File: src/rtl/insn_prefetch_queue.sv
// Instruction prefetcher: walks sequential word addresses from a redirectable PC,
// issues one bus read at a time and buffers returned words with their PC in a FIFO.
module insn_prefetch_queue #(
   parameter int unsigned DEPTH    = 4,
   parameter logic [29:0] RESET_PC = 30'd0
) (
   input  logic                         clk,
   input  logic                         rst,
   input  logic                         enable,
   input  logic                         redirect,
   input  logic [29:0]                  redirect_pc,
   output logic                         out_valid,
   output logic [31:0]                  out_insn,
   output logic [29:0]                  out_pc,
   input  logic                         out_pop,
   output logic [$clog2(DEPTH+1)-1:0]   level,
   output logic [29:0]                  insn_addr,
   output logic                         insn_start,
   input  logic                         insn_ready,
   input  logic [31:0]                  insn_data_rd
);

   localparam int unsigned PTR_W = (DEPTH > 1) ? $clog2(DEPTH) : 1;
   localparam int unsigned LVL_W = $clog2(DEPTH + 1);

   typedef enum logic [1:0] {
      S_IDLE = 2'd0,
      S_WAIT = 2'd1,
      S_DROP = 2'd2
   } state_t;

   state_t             state_q, state_d;
   logic [29:0]        next_pc_q, next_pc_d;
   logic [29:0]        addr_q, addr_d;
   logic [LVL_W-1:0]   count_q, count_d;
   logic [PTR_W-1:0]   rd_ptr_q, rd_ptr_d;
   logic [PTR_W-1:0]   wr_ptr_q, wr_ptr_d;
   logic [61:0]        mem_q [DEPTH];
   logic [61:0]        mem_d [DEPTH];

   logic               full;
   logic               push;
   logic               pop_ok;

   assign full   = (count_q == LVL_W'(DEPTH));
   assign pop_ok = out_pop && (count_q != '0) && !redirect;

   always_comb begin
      state_d    = state_q;
      next_pc_d  = next_pc_q;
      addr_d     = addr_q;
      insn_start = 1'b0;
      push       = 1'b0;
      case (state_q)
         S_IDLE: begin
            if (enable && !full && !redirect) begin
               insn_start = 1'b1;
               addr_d     = next_pc_q;
               state_d    = S_WAIT;
            end
         end
         S_WAIT: begin
            if (insn_ready && !redirect) begin
               push      = 1'b1;
               next_pc_d = next_pc_q + 30'd1;
               state_d   = S_IDLE;
            end else if (redirect && insn_ready) begin
               state_d = S_IDLE;
            end else if (redirect) begin
               state_d = S_DROP;
            end
         end
         S_DROP: begin
            if (insn_ready) begin
               state_d = S_IDLE;
            end
         end
         default: state_d = S_IDLE;
      endcase
      if (redirect) begin
         next_pc_d = redirect_pc;
      end
   end

   // The bus address is presented combinationally in the start cycle, then held.
   assign insn_addr = insn_start ? next_pc_q : addr_q;

   always_comb begin
      mem_d    = mem_q;
      rd_ptr_d = rd_ptr_q;
      wr_ptr_d = wr_ptr_q;
      count_d  = count_q;
      if (redirect) begin
         rd_ptr_d = '0;
         wr_ptr_d = '0;
         count_d  = '0;
      end else begin
         if (push) begin
            mem_d[wr_ptr_q] = {next_pc_q, insn_data_rd};
            wr_ptr_d        = wr_ptr_q + PTR_W'(1);
         end
         if (pop_ok) begin
            rd_ptr_d = rd_ptr_q + PTR_W'(1);
         end
         count_d = count_q + LVL_W'(push) - LVL_W'(pop_ok);
      end
   end

   always_ff @(posedge clk) begin
      if (rst) begin
         state_q   <= S_IDLE;
         next_pc_q <= RESET_PC;
         addr_q    <= '0;
         count_q   <= '0;
         rd_ptr_q  <= '0;
         wr_ptr_q  <= '0;
      end else begin
         state_q   <= state_d;
         next_pc_q <= next_pc_d;
         addr_q    <= addr_d;
         count_q   <= count_d;
         rd_ptr_q  <= rd_ptr_d;
         wr_ptr_q  <= wr_ptr_d;
      end
   end

   // Storage carries no reset; occupancy alone decides what is valid.
   always_ff @(posedge clk) begin
      mem_q <= mem_d;
   end

   assign out_valid         = (count_q != '0);
   assign {out_pc, out_insn} = mem_q[rd_ptr_q];
   assign level             = count_q;

endmodule
File: config.mk
export PLATFORM = sky130hd
export DESIGN_NAME = insn_prefetch_queue
export DESIGN_NICKNAME = d
export VERILOG_FILES = /design/src/rtl/insn_prefetch_queue.sv
export SDC_FILE = /design/constraint.sdc
export NUM_CORES = 1
export LEC_CHECK = 0
export CORE_MARGIN = 2
export CORE_UTILIZATION = 42
export CTS_CLUSTER_SIZE = 10
export DETAILED_ROUTE_END_ITERATION = 12
export GPL_TIMING_DRIVEN = 1
export PLACE_DENSITY = 0.7
export REMOVE_ABC_BUFFERS = 1
export SLEW_MARGIN = 30
export SYNTH_ARGS = -nofsm -noshare
export SYNTH_HDL_FRONTEND = slang
export SYNTH_SLANG_ARGS = --single-unit
File: constraint.sdc
create_clock -name clk -period 6.89 [get_ports clk]
set_input_delay 1.378 -clock clk [delete_from_list [all_inputs] [get_ports clk]]
set_output_delay 1.378 -clock clk [all_outputs]
set_load 0.01 [all_outputs]
# Yosys cells after proc, flatten, opt, wreduce, memory -nomap -nowiden
# Cells that the tools add are included.
[word_totals]
regBits = 317
input_bits = 68
output_inout_bits = 97
elab_cells = 65
[op_classes]
addsub = 5
order_cmp = 3
n_eq_ne = 6
n_mux = 20
bitwise_logic = 3
n_reduce_logical = 18
[ops]
columns = ["cell", "n"]
rows = [
  ["248-bit bitwise mux", 1],
  ["62-bit 2-to-1 mux", 3],
  ["62-bit binary-select mux with 2-bit select", 1],
  ["62-bit demux with 2-bit select", 1],
  ["30-bit 2-to-1 mux", 4],
  ["30-bit by 1-bit adder with 30-bit output (second input constant)", 1],
  ["2-bit 2-to-1 mux", 5],
  ["1-bit logical AND", 7],
  ["3-bit >= comparator (second input constant)", 2],
  ["2-bit inverter with 3-bit output", 2],
  ["2-bit case mux with 3 select lines", 1],
  ["2-bit AND reduction", 3],
  ["2-bit by 1-bit adder with 2-bit output (second input constant)", 2],
  ["1-bit 2-to-1 mux", 4],
  ["2-bit inequality test (second input constant)", 2],
  ["4-bit inequality test (second input constant)", 1],
  ["2-bit nonzero test", 2],
  ["3-bit by 1-bit adder with 3-bit output", 1],
  ["3-bit == test (second input constant)", 1],
  ["3-bit by 1-bit less-than comparator with 1-bit output (second input constant)", 1],
  ["3-bit AND reduction", 1],
  ["3-bit nonzero test", 1],
  ["3-bit by 1-bit subtractor with 3-bit output", 1],
  ["2-bit by 1-bit == test with 1-bit output (second input constant)", 1],
  ["other kinds (5)", 6],
]

# Logic depth before layout (Yosys ltp)
[logic_depth]
word_depth = 7
ltp_mapped = 11
ltp_nobuf = 10

# Least setup slack after synthesis
# Ideal clock, no wire load.
[synth_path]
path_kind = "input port to output port"
start = "input port redirect"
end = "output port insn_addr[13]"
arrival_ns = 2.686
required_ns = 5.512
setup_slack_ns = 2.826
path_stages = 4
path_buffers = 1
path_cell_list = "or4b_1 > a21oi_2 > buf_2 > mux2_2"
[synth_via]
elab_chain_cells = 5
[synth_rtl]
columns = ["element", "line", "text"]
rows = [
  ["start, declared", "10", "input logic redirect,"],
  ["1-bit logical NOT", "56", "if (enable && !full && !redirect) begin"],
  ["1-bit logical AND", "56", ""],
  ["1-bit 2-to-1 mux", "56", ""],
  ["1-bit 2-to-1 mux", "54", "case (state_q)"],
  ["via insn_start", "18", "output logic insn_start,"],
  ["30-bit 2-to-1 mux", "86", "assign insn_addr = insn_start ? next_pc_q : addr_q;"],
  ["end, declared", "17", "output logic [29:0] insn_addr,"],
]
# The timed path passes the listed nets, and every way through them passes these cells.

# Final worst setup path
[layout_path]
start = "input port redirect"
end = "output port insn_addr[29]"
[layout_via]
elab_chain_cells = 5
[layout_rtl]
columns = ["element", "line"]
rows = [
  ["1-bit logical NOT", "56"],
  ["1-bit logical AND", "56"],
  ["1-bit 2-to-1 mux", "56"],
  ["1-bit 2-to-1 mux", "54"],
  ["30-bit 2-to-1 mux", "86"],
]
# No other way between the ends.

==> summary.md <==
| Metric | Value |
|---|---|
| Worst Path Max Fanout | 21 |
| Final setup vio count | 0 |
| Final hold violations | 0 |
| Largest cells by area after synthesis | edfxtp_1 60%, mux4_2 11%, dfxtp_1 11%, mux2_2 2.5%, and2_1 2.0% |
| Pin count of the biggest net entering global routing | 49 |
| Peak supply drop | 138 uV |
| Peak Freq | 181 MHz |
| Synth unique cells | 50 |
| Vias per Instance | 5.38 |
| Final #Nets | 970 |
| Layout Cells excl Fill | 1311 |
| Unrepaired setup endpoints after global routing | false |
| Post-route minimum period | 5.53 ns |
| Clk_lat worst skew | 0.51 ns |
| CTS Sinks | 317 |
| CP endpoint kind | output pin |
| Synth Area per Inst | 17.3 um2 |
| Post-Synth Adder-Cell Area | 0.865% |
| Top Ports | 165 |
| # rows | 63 |
| Cell Area, Synth | 0.0124 mm2 |
| Die Y | 176 um |
| CP most frequent cell | clkdlybuf4s50_1 |
| Crit path launch type | primary input |
| CTS resizes | 0 |
| Initial drt markers | 566 |
| Avg WL per Cell | 20.8 um |
| Yosys synthesis warning count | 0 |
| Core area | 0.0294 mm2 |
| FFs w/ async S/R, synth | 0% |
| Die area | 0.0310 mm2 |
| Cells after DPL | 1243 |
| Post-synth top area cell | edfxtp_1 |
| Global-route wire length before repair | 41600 um |
| Post-Synth Simple-Gate Area | 7.92% |
| Cts-stage hold buffer count | 0 |
| Area growth syn-to-layout | 26.5% |
| Complex-gate fraction of the synthesized area | 3.50% |
| GRT Resource Usage Total | 17.7% |
| CTS Root Cell | clkbuf_16 |
| Congestion Overflow GR | 0 |
| Top FF cell, synth | edfxtp_1 |
| Final wirelength | 27300 um |
| Remaining DRCs | 0 |
| Post-synth EDFFs | 248 |
| Status | completed |
| Post-route setup slack | 1.36 ns |
| Combinational family with the most area after synthesis | multiplexers |
| Post CTS Setup Buffer Count | 0 |
| DRT Pass-1 Iters | 4 |
| Crit path DAT | 4.15 ns |
| Worst-margin pin slew | 0.681 ns |
| Max Slew Vio Count | 0 |
| Post-synthesis cell count | 719 |
| Layout cells sized above 1 | 16.9% |
| Worst slew margin | 54.2% |
| Critical path's slowest cell | or4b_1 |
| Fill cells | 2367 |
| Count leader, synth | edfxtp_1 |
| Crit path required time | 5.51 ns |
| Register area share after synthesis | 70.9% |
| CTS tree | yes |
| Clock tree buffer depth | 3 |
| CTS H-tree depth | 2 |
| Setup CP Type | in2out |
| Fin Clk Skew | 0.0194 ns |
| FF+latch count, synth | 317 |
| CP max stage delay | 0.54 ns |
| Initial core utilization | 42.3% |
| Hold Crit Class | reg2reg |
| Global placer's final weighted congestion | 0.766 |
| Top post-synthesis cells by count | 248 x edfxtp_1, 69 x dfxtp_1, 62 x mux4_2 |
| Post-synthesis mux area share | 14.2% |
| Cell Pwr Density | 258 mW/mm2 |
| Number of antenna repair diodes | 0 |
| XOR/XNOR share of the synthesized area | 0.844% |
| Post-synth top area share | 59.8% |
| Max_cap viols | 0 |
| Place WS | 1.34 ns |
| Crit-path cells | clkdlybuf4s50_1 -> buf_4 -> or4b_1 -> a21oi_4 -> buf_12 -> mux2_2 -> clkdlybuf4s50_1 |
| Antenna viol nets, final | 0 |
| Vias in the first global route | 6973 |
| Reg clk slew, reported paths | 0.05 ns |
| Lkg Pwr | 5.08 nW |
| DR vias | 7050 |
| Setup TNS | 0 ns |
| Util after Layout | 53.5% |
| CTS buffer count | 38 |
| Hpwl dp | 16800 um |
| Antenna violations before repair | 1 |
| Final period utilization | 80.2% |
| Buffers on Ports | 164 |
| Die W | 176 um |
power breakdown:
| group | leakage, nW | total [mW] | internal, mW | switching, mW |
|---|---|---|---|---|
| Clock | 0.529 | 1.78 | 1.06 | 0.719 |
| Sequential | 2.80 | 2.12 | 2.09 | 0.0382 |
| Combinational | 1.74 | 0.166 | 0.0931 | 0.0724 |
worst max-delay path: cells and delay by family:
| family | cells | cell delay, ns |
|---|---|---|
| buf+inv | 4 | 1.33 |
| simple gates | 1 | 0.54 |
| compound gates | 1 | 0.52 |
| mux | 1 | 0.36 |
worst paths after layout:
| check | startpoint | endpoint | slack, ns | cells past startpoint |
|---|---|---|---|---|
| hold reg to reg | wr_ptr_q[1] | wr_ptr_q[1] | 0.50 | 2 |
| hold / removal | wr_ptr_q[1] | wr_ptr_q[1] | 0.50 | 2 |
| setup reg to reg | next_pc_q[2] | next_pc_q[15] | 4.38 | 4 |
| setup / recovery | redirect | insn_addr[29] | 1.36 | 7 |
routing by layer:
metal | vias to the layer above | global-route usage (%) | part of all wire (%)
met2 | 227 | 27.9 | 47
met5 | - | 0 | 0
met4 | 0 | 4.27 | 1.7
li1 | 3229 | - | -
met3 | 41 | 3.75 | 7.6
met1 | 3553 | 25.3 | 43
registers in the layout, summed over array words and instances (netlist names):
register   cells
addr_q        30
level          3
mem_q        248
next_pc_q     30
rd_ptr_q       2
state_q        2
wr_ptr_q       2
area by class of cell:
type / count / area [um2] / area share, %
Clock buffer: 63 / 1080 / 6.84
Clock inverter: 4 / 22.5 / 0.143
Inverter: 12 / 45.0 / 0.286
Multi-Input combinational cell: 348 / 3420 / 21.7
Sequential cell: 317 / 8840 / 56.1
Tap cell: 390 / 488 / 3.10
Timing Repair Buffer: 177 / 1850 / 11.7
metrics by stage:
| step | instance area (um2) | hold WS, ns | total power, mW |
|---|---|---|---|
| global placement | 14500 | 0.488 | 2.33 |
| global route | 15700 | 0.517 | 4.22 |
| finish | 15700 | 0.498 | 4.07 |
| floorplan | 12300 | 0.466 | 2.21 |
| CTS | 15700 | 0.499 | 4.12 |
| detailed placement | 14600 | 0.492 | 2.33 |
cells by family (layout without fill, tap and decap cells):
group | after synthesis | in the layout
DFF | 317 | 317
and+or+nand+nor | 173 | 173
muxes | 95 | 95
AOI/OAI and AO/OA | 60 | 60
buffers and inverters | 54 | 256
xor gates and xnor gates | 12 | 12
adders and majority gates | 8 | 8
layout by cell type, fill, tap and decap left out, types with 19 or more instances in the layout:
| cell type | n |
|---|---|
| clkdlybuf4s50_1 | 164 |
| mux2_2 | 28 |
| and2_1 | 36 |
| clkbuf_1 | 23 |
| edfxtp_1 | 248 |
| clkbuf_16 | 39 |
| nand2_1 | 19 |
| mux4_2 | 62 |
| dfxtp_1 | 67 |
| nand3_1 | 20 |
| nor2_1 | 28 |
No activity file was read; power rests on OpenSTA's default activity.
